**src/rtl/reg_share_pkg.sv**
```systemverilog
// Shared types and width helpers for the register-sharing round-robin arbiter.
package reg_share_pkg;

    typedef enum logic {
        IDLE = 1'b0,
        OWN  = 1'b1
    } state_t;

    // Width of an index into n requesters (owner, rotation pointer).
    function automatic int idx_width(input int n);
        return (n > 1) ? $clog2(n) : 1;
    endfunction

    // Width of a counter that must hold 0..hold_max inclusive.
    function automatic int cnt_width(input int hold_max);
        return (hold_max > 0) ? $clog2(hold_max + 1) : 1;
    endfunction

endpackage

```
**src/rtl/reg_share_arbiter_rr_pick.sv**
```systemverilog
// Rotating priority encoder: first set bit of req scanning ptr, ptr+1, ... mod N.
module rr_pick
    import reg_share_pkg::*;
#(
    parameter int N  = 4,
    parameter int PW = idx_width(N)
) (
    input  logic [N-1:0]  req,
    input  logic [PW-1:0] ptr,
    output logic          found,
    output logic [PW-1:0] winner
);

    int            idx;
    logic [PW-1:0] sel;

    // NOTE: every signal written here gets a default first so no latch is inferred.
    always_comb begin
        found  = |req;
        winner = '0;
        idx    = 0;
        sel    = '0;
        // Scan from the farthest offset down so the nearest one to ptr wins.
        for (int k = N - 1; k >= 0; k--) begin
            idx = int'(ptr) + k;
            if (idx >= N) begin
                idx = idx - N;
            end
            sel = PW'(idx);
            if (req[sel]) begin
                winner = sel;
            end
        end
    end

endmodule

```
**src/rtl/reg_share_arbiter.sv**
```systemverilog
// Grants one requester at a time ownership of a shared register; the owner
// writes its lane every cycle it keeps req high, up to HOLD_MAX writes per grant.
module reg_share_arbiter
    import reg_share_pkg::*;
#(
    parameter int N        = 4,
    parameter int WIDTH    = 8,
    parameter int HOLD_MAX = 4
) (
    input  logic                   clock,
    input  logic                   reset,
    input  logic [N-1:0]           req,
    input  logic [N*WIDTH-1:0]     wdata,
    output logic [N-1:0]           grant,
    output logic [$clog2(N)-1:0]   owner,
    output logic                   busy,
    output logic [WIDTH-1:0]       q
);

    localparam int PW = idx_width(N);
    localparam int CW = cnt_width(HOLD_MAX);

    localparam logic [N-1:0]  GRANT_ONE = {{(N - 1){1'b0}}, 1'b1};
    localparam logic [CW-1:0] CNT_LAST  = CW'(HOLD_MAX - 1);
    localparam logic [PW-1:0] PTR_LAST  = PW'(N - 1);

    state_t                     state;
    logic [PW-1:0]              ptr;
    logic [CW-1:0]              cnt;
    logic                       found;
    logic [PW-1:0]              winner;
    logic                       owner_req;
    logic                       release_now;
    logic [N-1:0][WIDTH-1:0]    lanes;

    assign lanes = wdata;

    rr_pick #(
        .N  (N),
        .PW (PW)
    ) u_pick (
        .req    (req),
        .ptr    (ptr),
        .found  (found),
        .winner (winner)
    );

    // The owner lets go either by dropping req or on its final permitted write.
    assign owner_req   = req[owner];
    assign release_now = (state == OWN) && (!owner_req || (cnt == CNT_LAST));

    // NOTE: sequential state uses non-blocking assignments only.
    always_ff @(posedge clock) begin
        if (reset) begin
            state <= IDLE;
            grant <= '0;
            owner <= '0;
            busy  <= 1'b0;
            q     <= '0;
            ptr   <= '0;
            cnt   <= '0;
        end else begin
            case (state)
                IDLE: begin
                    if (found) begin
                        grant <= GRANT_ONE << winner;
                        owner <= winner;
                        busy  <= 1'b1;
                        cnt   <= '0;
                        state <= OWN;
                    end
                end
                OWN: begin
                    if (owner_req) begin
                        q   <= lanes[owner];
                        cnt <= cnt + 1'b1;
                    end
                    // Owner is kept on release so it remains observable while idle.
                    if (release_now) begin
                        grant <= '0;
                        busy  <= 1'b0;
                        ptr   <= (owner == PTR_LAST) ? '0 : owner + 1'b1;
                        state <= IDLE;
                    end
                end
                default: state <= IDLE;
            endcase
        end
    end

endmodule
```
**config.mk**
```make
export PLATFORM = sky130hd
export DESIGN_NAME = reg_share_arbiter
export DESIGN_NICKNAME = d
export VERILOG_FILES = /design/src/rtl/reg_share_pkg.sv /design/src/rtl/reg_share_arbiter_rr_pick.sv /design/src/rtl/reg_share_arbiter.sv
export SDC_FILE = /design/constraint.sdc
export NUM_CORES = 1
export LEC_CHECK = 0
export BUFFER_PORTS_ARGS = -buffer_cell sky130_fd_sc_hd__buf_4
export CELL_PAD_IN_SITES_DETAIL_PLACEMENT = 1
export CELL_PAD_IN_SITES_GLOBAL_PLACEMENT = 1
export CORE_MARGIN = 2
export CORE_UTILIZATION = 35
export CTS_CLUSTER_SIZE = 10
export DETAILED_ROUTE_END_ITERATION = 8
export HOLD_SLACK_MARGIN = 0.1
export PLACE_DENSITY = 0.76
export SYNTH_ARGS = -nofsm -noshare
export SYNTH_HDL_FRONTEND = slang
export SYNTH_HIERARCHICAL = 1
export SYNTH_SLANG_ARGS = --single-unit
export TNS_END_PERCENT = 10
```
**constraint.sdc**
```tcl
create_clock -name clock -period 2.4 [get_ports clock]
set_clock_uncertainty 0.2 [all_clocks]
set_input_delay 0.12 -clock clock [delete_from_list [all_inputs] [get_ports clock]]
set_output_delay 0.12 -clock clock [all_outputs]
set_load 0.1 [all_outputs]
```
==> results of run 1 <==
through the flow:
| step | setup slack [ns] | utilization, % | area, sq um | total power (uW) |
|---|---|---|---|---|
| after floorplan | 0.0111 | - | 1270 | 677 |
| after global placement | 0.538 | 49.0 | 1670 | 771 |
| after detailed placement | 0.494 | 49.0 | 1670 | 779 |
| after CTS | 0.457 | 50.4 | 1720 | 953 |
| after global routing | 0.374 | 50.4 | 1720 | 993 |
| final | 0.457 | 50.4 | 1720 | 942 |
cells in the mapped netlist (2+ instances only):
| cell type | number | area share (%) |
|---|---|---|
| or4b_2 | 2 | 1.6 |
| a21bo_1 | 8 | 6.3 |
| o21ai_0 | 4 | 1.6 |
| ha_1 | 3 | 3.0 |
| mux4_2 | 9 | 16 |
| nor2b_1 | 2 | 0.99 |
| buf_6 | 2 | 1.8 |
| a211o_1 | 3 | 2.1 |
| inv_1 | 3 | 0.89 |
| nand3b_1 | 6 | 3.6 |
| nand2b_1 | 6 | 3.0 |
| nand2_1 | 6 | 1.8 |
| buf_2 | 3 | 1.2 |
| nand3_1 | 10 | 4.0 |
| nor3_1 | 2 | 0.79 |
| nor2_1 | 5 | 1.5 |
| a21oi_1 | 15 | 5.9 |
| dfxtp_1 | 21 | 33 |
| mux2i_1 | 4 | 3.2 |
| clkbuf_1 | 4 | 1.2 |
logic make-up after synthesis:
family	count (synthesis)	share of synthesized area, %
flip-flops	21	33.2
buffers and inverters	14	5.93
AO/OA/AOI/OAI	33	18.4
multiplexers	14	20.1
AND/OR/NAND/NOR	43	19.5
adder cells (fa/ha/maj)	3	2.96
worst min-delay path, cell delays in order:
cell      delay (ns)
buf_4           0.13
a21oi_1         0.14
a211oi_2        0.09
nand2_1         0.07
a21oi_1         0.05
layout make-up:
cell class	count	area (sq um)	share of cell area [%]
multi-input combinational	93	771	44.8
timing repair buffer	57	433	25.2
tap	46	57.6	3.35
sequential	21	422	24.5
inverter	3	11.3	0.655
clock buffer	4	26.3	1.53
per-layer routing:
| layer | vias up | part of all wire, % |
|---|---|---|
| met5 | - | 0 |
| met4 | 0 | 1.7 |
| met3 | 6 | 3.6 |
| met2 | 27 | 52 |
| met1 | 562 | 43 |
| li1 | 573 | - |
worst max-delay path by stage:
stage,from,endpoint
4_1_cts,req[0],cnt[0]
2_1_floorplan,owner[1],q[0]
6_report,req[0],cnt[0]
5_1_grt,ptr[1],grant[1]
3_3_place_gp,cnt[0],ptr[0]
3_5_place_dp,ptr[1],grant[1]
flip-flops by register name, summed over array words and instances, names as in the netlist:
signal	cells
busy	1
cnt	3
grant	4
owner	2
ptr	2
q	8
state	1
power by group through the flow:
stage / Combinational [uW] / Sequential (uW) / Clock, uW
floorplan: 146 / 531 / 0
global placement: 374 / 397 / 0
detailed placement: 380 / 399 / 0
CTS: 383 / 391 / 178
global route: 406 / 395 / 193
finish: 381 / 391 / 170
timing repair:
item,4_1_cts,5_1_grt
hold buffers,2,0
resized for setup,0,0
hold endpoints to repair,18,0
==> flow_summary.yaml, run 1 <==
outcome:
  status: "finished, final reports clean"
logic_synthesis:
  synthArstFlopShare_pct: 0
  synth_edf_count: 0
  syn_nets: 169
  synthDistinctLibCells: 30
  postSynthAreaPerCell_sq_um: 9.89
  yosysWarnings: 6
  synth-seq-area-share_pct: 33.2
  syn_area_sq_mm: 0.00127
  synth-seq-cells: 21
  synth-main-ff-cell: "dfxtp_1"
  syn-instance-count: 128
clock_network:
  cts_max_level: 1
  cts_num_sinks: 21
  cts_setup_buffers: 0
  clk_latency_ns: 0.31
  numCtsBuffers: 3
  clk_path_buf_depth: 2
  cts_root_buf: "clkbuf_4"
  cts_tree: "done"
  path_clk_slew_ns: 0.11
drt:
  postRouteAntennaNets: 0
  vias_per_cell: 5.21
  route.detailed.drc: 0
  vias: 1168
  wl_per_cell_microns: 15.3
  first_pass_iters: 6
  initialDrtViolationCount: 37
  wl_mm: 3.42
sta:
  holdWs_ns: 0.130
  hold_viol_final: 0
  fmax_mhz: 515
  slew_viol_final: 0
  min_period_over_period_pct: 81.0
  worst_pin_slew_ns: 0.545
  rsz0062_at_grt: "no"
  setup_viol: 0
  setup_tns_ns: 0
  max_slew_margin_pct: 63.6
  period_needed_ns: 1.94
flow_run:
  drv_cap: 0
min_path:
  min_from: "req[1]"
  worst_hold_path.num_cells: 5
  hp-class: "in2reg"
  holdPathEnd: "owner[0]"
worst_setup_path:
  r2r_slack_ns: 0.47
  worst-path-max-fanout: 23
  cp.arrival_ns: 1.99
  cp_slowest_cell: "mux4_2"
  required_ns: 2.44
  critPathLaunchType: "input pin"
  worst-r2r-cell-count: 5
  critPathTopFamily: "buffers and inverters"
  r2r-end: "grant[2]"
  cp.depth: 5
  critPathBufInv: 2
  crit_chain: "dlygate4sd3_1 -> buf_4 -> mux4_2 -> a211o_1 -> a21oi_1"
  critPathMaxStageDelay_ns: 0.68
  crit_path_end_kind: "flop"
  worstSetupPathType: "in2reg"
  r2r_start: "ptr[0]"
floorplan:
  ios: 53
  die_h_microns: 64.1
  die_area_sq_mm: 0.00411
  core_area_sq_mm: 0.00342
  initial_core_util_pct: 37.1
  die_w_microns: 64.1
  row_count: 21
place:
  dp_cells: 218
  hpwl_mm: 2.69
  port_buffers: 52
  gp_congestion: 0.782
global_routing:
  grt_pass1_vias: 1208
  grt_max_degree: 28
  grt_use_met3_pct: 4.40
  grt_pass1_wl_mm: 5.67
  grt.met2_usage_pct: 30.1
  grt_busiest_layer: "met2"
  antenna_found_initial: 0
  grt_util_met1_pct: 22.2
  track_usage_pct: 17.7
  grt-ovfl-total: 0
power_and_ir_drop:
  ir_drop_mv: 0.240
  p_comb_share_pct: 40.5
  pwr-share-clk_pct: 18.0
  switching_share_pct: 38.7
  seqPwrFrac_pct: 41.5
  intPower_uw: 577
  power_switching_uw: 365
  leakage_uw: 0.000698
  powerDensity_mw_per_mm2: 547
layout:
  nNetsFinal: 220
  area_delta_synth_final_pct: 35.9
  n_antenna_cell: 0
  fin_cells: 224
  most-common-layout-cells: "buf_4 (55), dfxtp_1 (20), a21oi_1 (15), nand3_1 (10), mux4_2 (9)"
  fillers: 409
  final_common_cell: "buf_4"
  drive_gt1_share_pct: 41.6
No activity file was read; power rests on OpenSTA's default activity.
==> run 2, diff against run 1 <==
==> constraint.sdc (replaced) <==
create_clock -name clock -period 2 [get_ports clock]
set_clock_uncertainty 0.2 [all_clocks]
set_input_delay 0.1 -clock clock [delete_from_list [all_inputs] [get_ports clock]]
set_output_delay 0.1 -clock clock [all_outputs]
set_load 0.1 [all_outputs]
==> run 2 against run 1 <==
  * Non-clock buffer count is 6 higher
  * Die area stayed put
  * Sequential share of layout area shrank 0.49 points
  * Largest power group unchanged
  * Highest routed layer unchanged
==> flow_summary.yaml, run 2 (synthesized netlist as in run 1, its figures left out) <==
global_routing:
  track_usage_pct: 18.4
  antenna_found_initial: 0
  grt_pass1_wl_mm: 5.87
  grt_pass1_vias: 1220
  grt-ovfl-total: 0
  grt_max_degree: 28
sta:
  worst_pin_slew_ns: 0.491
  setup_viol: 0
  slew_viol_final: 0
  min_period_over_period_pct: 96.0
  period_needed_ns: 1.92
  rsz0062_at_grt: "no"
  setup_tns_ns: 0
  fmax_mhz: 521
  hold_viol_final: 0
  max_slew_margin_pct: 67.2
drt:
  vias_per_cell: 5.20
  wl_per_cell_microns: 16.1
  initialDrtViolationCount: 56
  vias: 1195
  postRouteAntennaNets: 0
  first_pass_iters: 4
  route.detailed.drc: 0
  wl_mm: 3.69
clock_network:
  path_clk_slew_ns: 0.12
  clk_path_buf_depth: 2
  clk_latency_ns: 0.31
  cts_num_sinks: 21
  cts_root_buf: "clkbuf_4"
  numCtsBuffers: 3
  cts_tree: "done"
  cts_max_level: 1
worst_setup_path:
  cp_slowest_cell: "dfxtp_1"
  cp.arrival_ns: 1.94
  crit_chain: "ha_1 -> ha_1 -> or2_2 -> o221a_2 -> mux2_2"
  critPathLaunchType: "flop"
  crit_path_end_kind: "flop"
  required_ns: 2.02
  worst-path-max-fanout: 7
  worstSetupPathType: "reg2reg"
  critPathMaxStageDelay_ns: 0.34
  crit_path_frequent_cell: "ha_1"
floorplan:
  ios: 53
  row_count: 21
  die_h_microns: 64.1
  core_area_sq_mm: 0.00342
  die_w_microns: 64.1
  die_area_sq_mm: 0.00411
  initial_core_util_pct: 37.1
layout:
  drive_gt1_share_pct: 46.2
  largest_register: "q"
  area_delta_synth_final_pct: 41.5
  final_common_cell: "buf_4"
  finalInstanceArea_sq_mm: 0.00179
  largest_reg_flops: 8
  nNetsFinal: 226
  n_antenna_cell: 0
  top_regs: "q (8), grant (4), cnt (3)"
  most-common-layout-cells: "buf_4 (59), dfxtp_1 (17), a21oi_1 (14), nand3_1 (10), mux4_2 (9)"
place:
  place_area_sq_mm: 0.00170
  gp_congestion: 0.773
  port_buffers: 52
  hpwl_mm: 2.83
power_and_ir_drop:
  leakage_uw: 0.000734
  powerDensity_mw_per_mm2: 651
  ir_drop_mv: 0.428
flow_run:
  drv_cap: 0
outcome:
  status: "finished, final reports clean"
min_path:
  hp-class: "in2reg"
[run 2: cell type report]
type                            count  area (sq um)
Multi-Input combinational cell     93           782
Clock buffer                        3          22.5
Inverter                            3          11.3
Fill cell                         399          1620
Tap cell                           46          57.6
Sequential cell                    21           430
Clock inverter                      1          5.00
Timing Repair Buffer               63           483
[run 2: per-stage QoR]
stage / hold WS [ns] / worst slack, ns / util, % / std cells / total power, uW
after floorplan: 0.0803 / 0.140 / - / 128 / 811
after global placement: 0.251 / 0.134 / 49.6 / 220 / 933
after detailed placement: 0.258 / 0.0967 / 49.6 / 220 / 945
after CTS: 0.107 / 0.0376 / 51.6 / 228 / 1160
after global routing: 0.114 / 0.00309 / 52.5 / 230 / 1230
final: 0.112 / 0.0799 / 52.5 / 230 / 1170
[run 2: routing by layer]
layer  vias to the layer above  part of all wire (%)  GRT usage, %  wire [microns]
met1                       585                    45          24.4            1650
met5                         -                     0             0               0
met4                         0                  0.79          4.79              29
li1                        587                     -             -               -
met3                         4                   2.8          2.99             104
met2                        19                    52          31.1            1910
[run 2: critical path, delay by kind of cell (launching register included)]
family | cells | cell delay [ns]
AO/OA/AOI/OAI | 1 | 0.34
adder cells (fa/ha/maj) | 2 | 0.39
flip-flops | 1 | 0.34
multiplexers | 1 | 0.28
AND/OR/NAND/NOR | 1 | 0.28
[run 2: report_power, final]
| group | internal (uW) | leakage (uW) | switching, uW | total, uW |
|---|---|---|---|---|
| registers | 448 | 0.000174 | 29.6 | 478 |
| logic | 183 | 0.000543 | 293 | 475 |
| clock network | 74.9 | 0.0000177 | 139 | 214 |
[run 2: final timing paths]
check,startpoint,to,slack [ns],cells past startpoint
worst max-delay path,cnt[0],ptr[0],0.08,5
worst min-delay path,wdata[4],q[4],0.11,4
worst max register to register,cnt[0],ptr[0],0.08,5
worst min register to register,grant[0],grant[0],0.31,2
[run 2: what timing repair did]
action | CTS | global route
setup endpoints to repair | 0 | 3
hold buffers | 4 | 0
hold endpoints to repair | 21 | 0
gates resized for setup | 0 | 5
setup buffers | 0 | 2
==> run 3, diff against run 2 <==
--- a/config.mk
+++ b/config.mk
@@ -5,15 +5,16 @@
 export SDC_FILE = /design/constraint.sdc
 export NUM_CORES = 1
 export LEC_CHECK = 0
+export ABC_AREA = 1
 export BUFFER_PORTS_ARGS = -buffer_cell sky130_fd_sc_hd__buf_4
 export CELL_PAD_IN_SITES_DETAIL_PLACEMENT = 1
 export CELL_PAD_IN_SITES_GLOBAL_PLACEMENT = 1
 export CORE_MARGIN = 2
-export CORE_UTILIZATION = 35
+export CORE_UTILIZATION = 31
 export CTS_CLUSTER_SIZE = 10
 export DETAILED_ROUTE_END_ITERATION = 8
 export HOLD_SLACK_MARGIN = 0.1
-export PLACE_DENSITY = 0.76
+export PLACE_DENSITY = 0.75
 export SYNTH_ARGS = -nofsm -noshare
 export SYNTH_HDL_FRONTEND = slang
 export SYNTH_HIERARCHICAL = 1
==> run 3 against run 2 <==
  * Final cell count grew 33%
  * Largest power group is now combinational cells
  * Area after synthesis shrank 0.30%
  * Synthesized cell count grew 55%
==> flow_summary.yaml, run 3 <==
sta:
  max_slew_margin_pct: 80.5
  min_period_over_period_pct: 89.8
  setup_viol: 0
  period_needed_ns: 1.80
  setup_tns_ns: 0
  rsz0062_at_grt: "no"
  worst_pin_slew_ns: 0.292
  hold_viol_final: 0
  fmax_mhz: 557
  slew_viol_final: 0
place:
  hpwl_mm: 3.10
  gp_congestion: 0.804
  port_buffers: 52
clock_network:
  cts_max_level: 1
  cts_root_buf: "clkbuf_8"
  cts_setup_buffers: 0
  cts_num_sinks: 21
  cts_tree: "done"
  numCtsBuffers: 3
  clk_latency_ns: 0.26
  path_clk_slew_ns: 0.08
  clk_path_buf_depth: 2
logic_synthesis:
  ys_top_cells_by_count: "nand2_1 (39), nor2_1 (39), o21ai_0 (28)"
  synth_edf_count: 0
  synthArstFlopShare_pct: 0
  ys_top_cells_by_area: "dfxtp_1 (33%), nand2_1 (12%), nor2_1 (12%)"
  synth-seq-cells: 21
  yosysWarnings: 6
  syn_nets: 240
  synth-main-ff-cell: "dfxtp_1"
  synth-seq-area-share_pct: 33.3
  synth_top_area_share_pct: 33.3
  syn-instance-count: 199
  syn_area_sq_mm: 0.00126
  synthDistinctLibCells: 22
  yosys.area.top_type: "dfxtp_1"
  postSynthAreaPerCell_sq_um: 6.34
floorplan:
  ios: 53
  row_count: 23
  die_area_sq_mm: 0.00460
  core_area_sq_mm: 0.00397
  die_h_microns: 67.8
  die_w_microns: 67.8
  initial_core_util_pct: 31.8
power_and_ir_drop:
  powerDensity_mw_per_mm2: 993
  leakage_uw: 0.000889
  ir_drop_mv: 0.478
layout:
  final_common_cell: "buf_4"
  fillers: 540
  most-common-layout-cells: "buf_4 (55), nand2_1 (39), nor2_1 (39), o21ai_0 (28), dfxtp_1 (17)"
  nNetsFinal: 298
  final_util_pct: 45.3
  area_delta_synth_final_pct: 42.6
  largest_register: "q"
  top_regs: "q (8), grant (4), cnt (3)"
  largest_reg_flops: 8
  drive_gt1_share_pct: 29.3
  n_antenna_cell: 0
drt:
  wl_mm: 4.01
  wl_per_cell_microns: 13.1
  vias: 1462
  route.detailed.drc: 0
  postRouteAntennaNets: 0
  first_pass_iters: 4
  vias_per_cell: 4.78
  initialDrtViolationCount: 53
global_routing:
  grt_pass1_vias: 1517
  track_usage_pct: 19.4
  antenna_found_initial: 0
  grt-ovfl-total: 0
  grt_pass1_wl_mm: 6.90
  grt_max_degree: 17
min_path:
  hp-class: "in2reg"
  holdPathEnd: "q[7]"
  worst_hold_path.num_cells: 5
  min_from: "wdata[7]"
worst_setup_path:
  critPathLaunchType: "flop"
  r2r_slack_ns: 0.20
  r2r_start: "ptr[0]"
  r2r-end: "grant[1]"
  crit_path_end_kind: "flop"
  worst-path-max-fanout: 8
  worstSetupPathType: "reg2reg"
  cp.arrival_ns: 1.78
  worst-r2r-cell-count: 12
  required_ns: 1.99
flow_run:
  drv_cap: 0
outcome:
  status: "finished, final reports clean"
## run 3: cell types whose count changed after synthesis, moves of 7 or more
cell     previous run  this run
inv_1               3        16
a21bo_1             8         0
o22ai_1             0         8
mux4_2              9         0
o21ai_0             4        28
nor2_1              5        39
a21oi_1            15         8
nand2_1             6        39
## run 3: worst max path at each step
stage | to | from
3_3_place_gp | grant[1] | ptr[0]
5_1_grt | grant[1] | ptr[0]
2_1_floorplan | cnt[2] | owner[1]
3_5_place_dp | grant[1] | ptr[0]
4_1_cts | grant[1] | ptr[0]
6_report | grant[1] | ptr[0]
## run 3: power by group
group	total [uW]	switching, uW	internal (uW)
Clock	273	135	139
Combinational	977	708	270
Sequential	538	52.1	486
Total	1790	895	894
## run 3: layout make-up
| type | count | area [sq um] | area share [%] |
|---|---|---|---|
| clock inverters | 1 | 5.00 | 0.278 |
| multi-input cells | 152 | 724 | 40.2 |
| well taps | 50 | 62.6 | 3.47 |
| flip-flops and latches | 21 | 430 | 23.9 |
| clock buffers | 3 | 41.3 | 2.29 |
| repair buffers | 60 | 463 | 25.7 |
| inverters | 19 | 73.8 | 4.10 |
## run 3: per-layer routing
layer	track usage, %	up-vias	share of wire (%)
li1	-	767	-
met1	26.9	680	49
met2	33.0	15	49
met3	1.81	0	2.0
met4	3.75	0	0
met5	0	-	0
## run 3: critical path, cell delays in order (launching register included)
cell and delay [ns]:
dfxtp_4 0.38, inv_4 0.09, nand2_1 0.07, nand3_1 0.11
nand2_1 0.06, nand2_1 0.09, nand2_1 0.05, nand2_1 0.05
nand2_1 0.06, inv_2 0.07, nand2_1 0.06, or2_2 0.28
a21oi_1 0.14
## run 3: timing repair
action,in CTS,in global routing
endpoints found under the hold margin,14,0
gates resized for setup,0,6
hold buffers,5,0
setup endpoints to repair,0,2
## run 3: through the flow
stage / area [sq um] / total power (uW) / setup slack (ns) / std cells / hold slack, ns
2_1_floorplan: 1260 / 1270 / 0.150 / 199 / 0.0690
3_3_place_gp: 1690 / 1500 / 0.157 / 297 / 0.168
3_5_place_dp: 1690 / 1510 / 0.0305 / 297 / 0.170
4_1_cts: 1790 / 1800 / 0.0167 / 306 / 0.111
5_1_grt: 1800 / 1920 / 0.0214 / 306 / 0.157
6_report: 1800 / 1790 / 0.203 / 306 / 0.113
## run 3: logic make-up after synthesis
family / after synthesis / synth area share [%]
adders and majority gates: 3 / 2.97
buffers and inverters: 26 / 9.32
AOI/OAI and AO/OA: 46 / 19.5
DFF: 21 / 33.3
and+or+nand+nor: 103 / 34.9
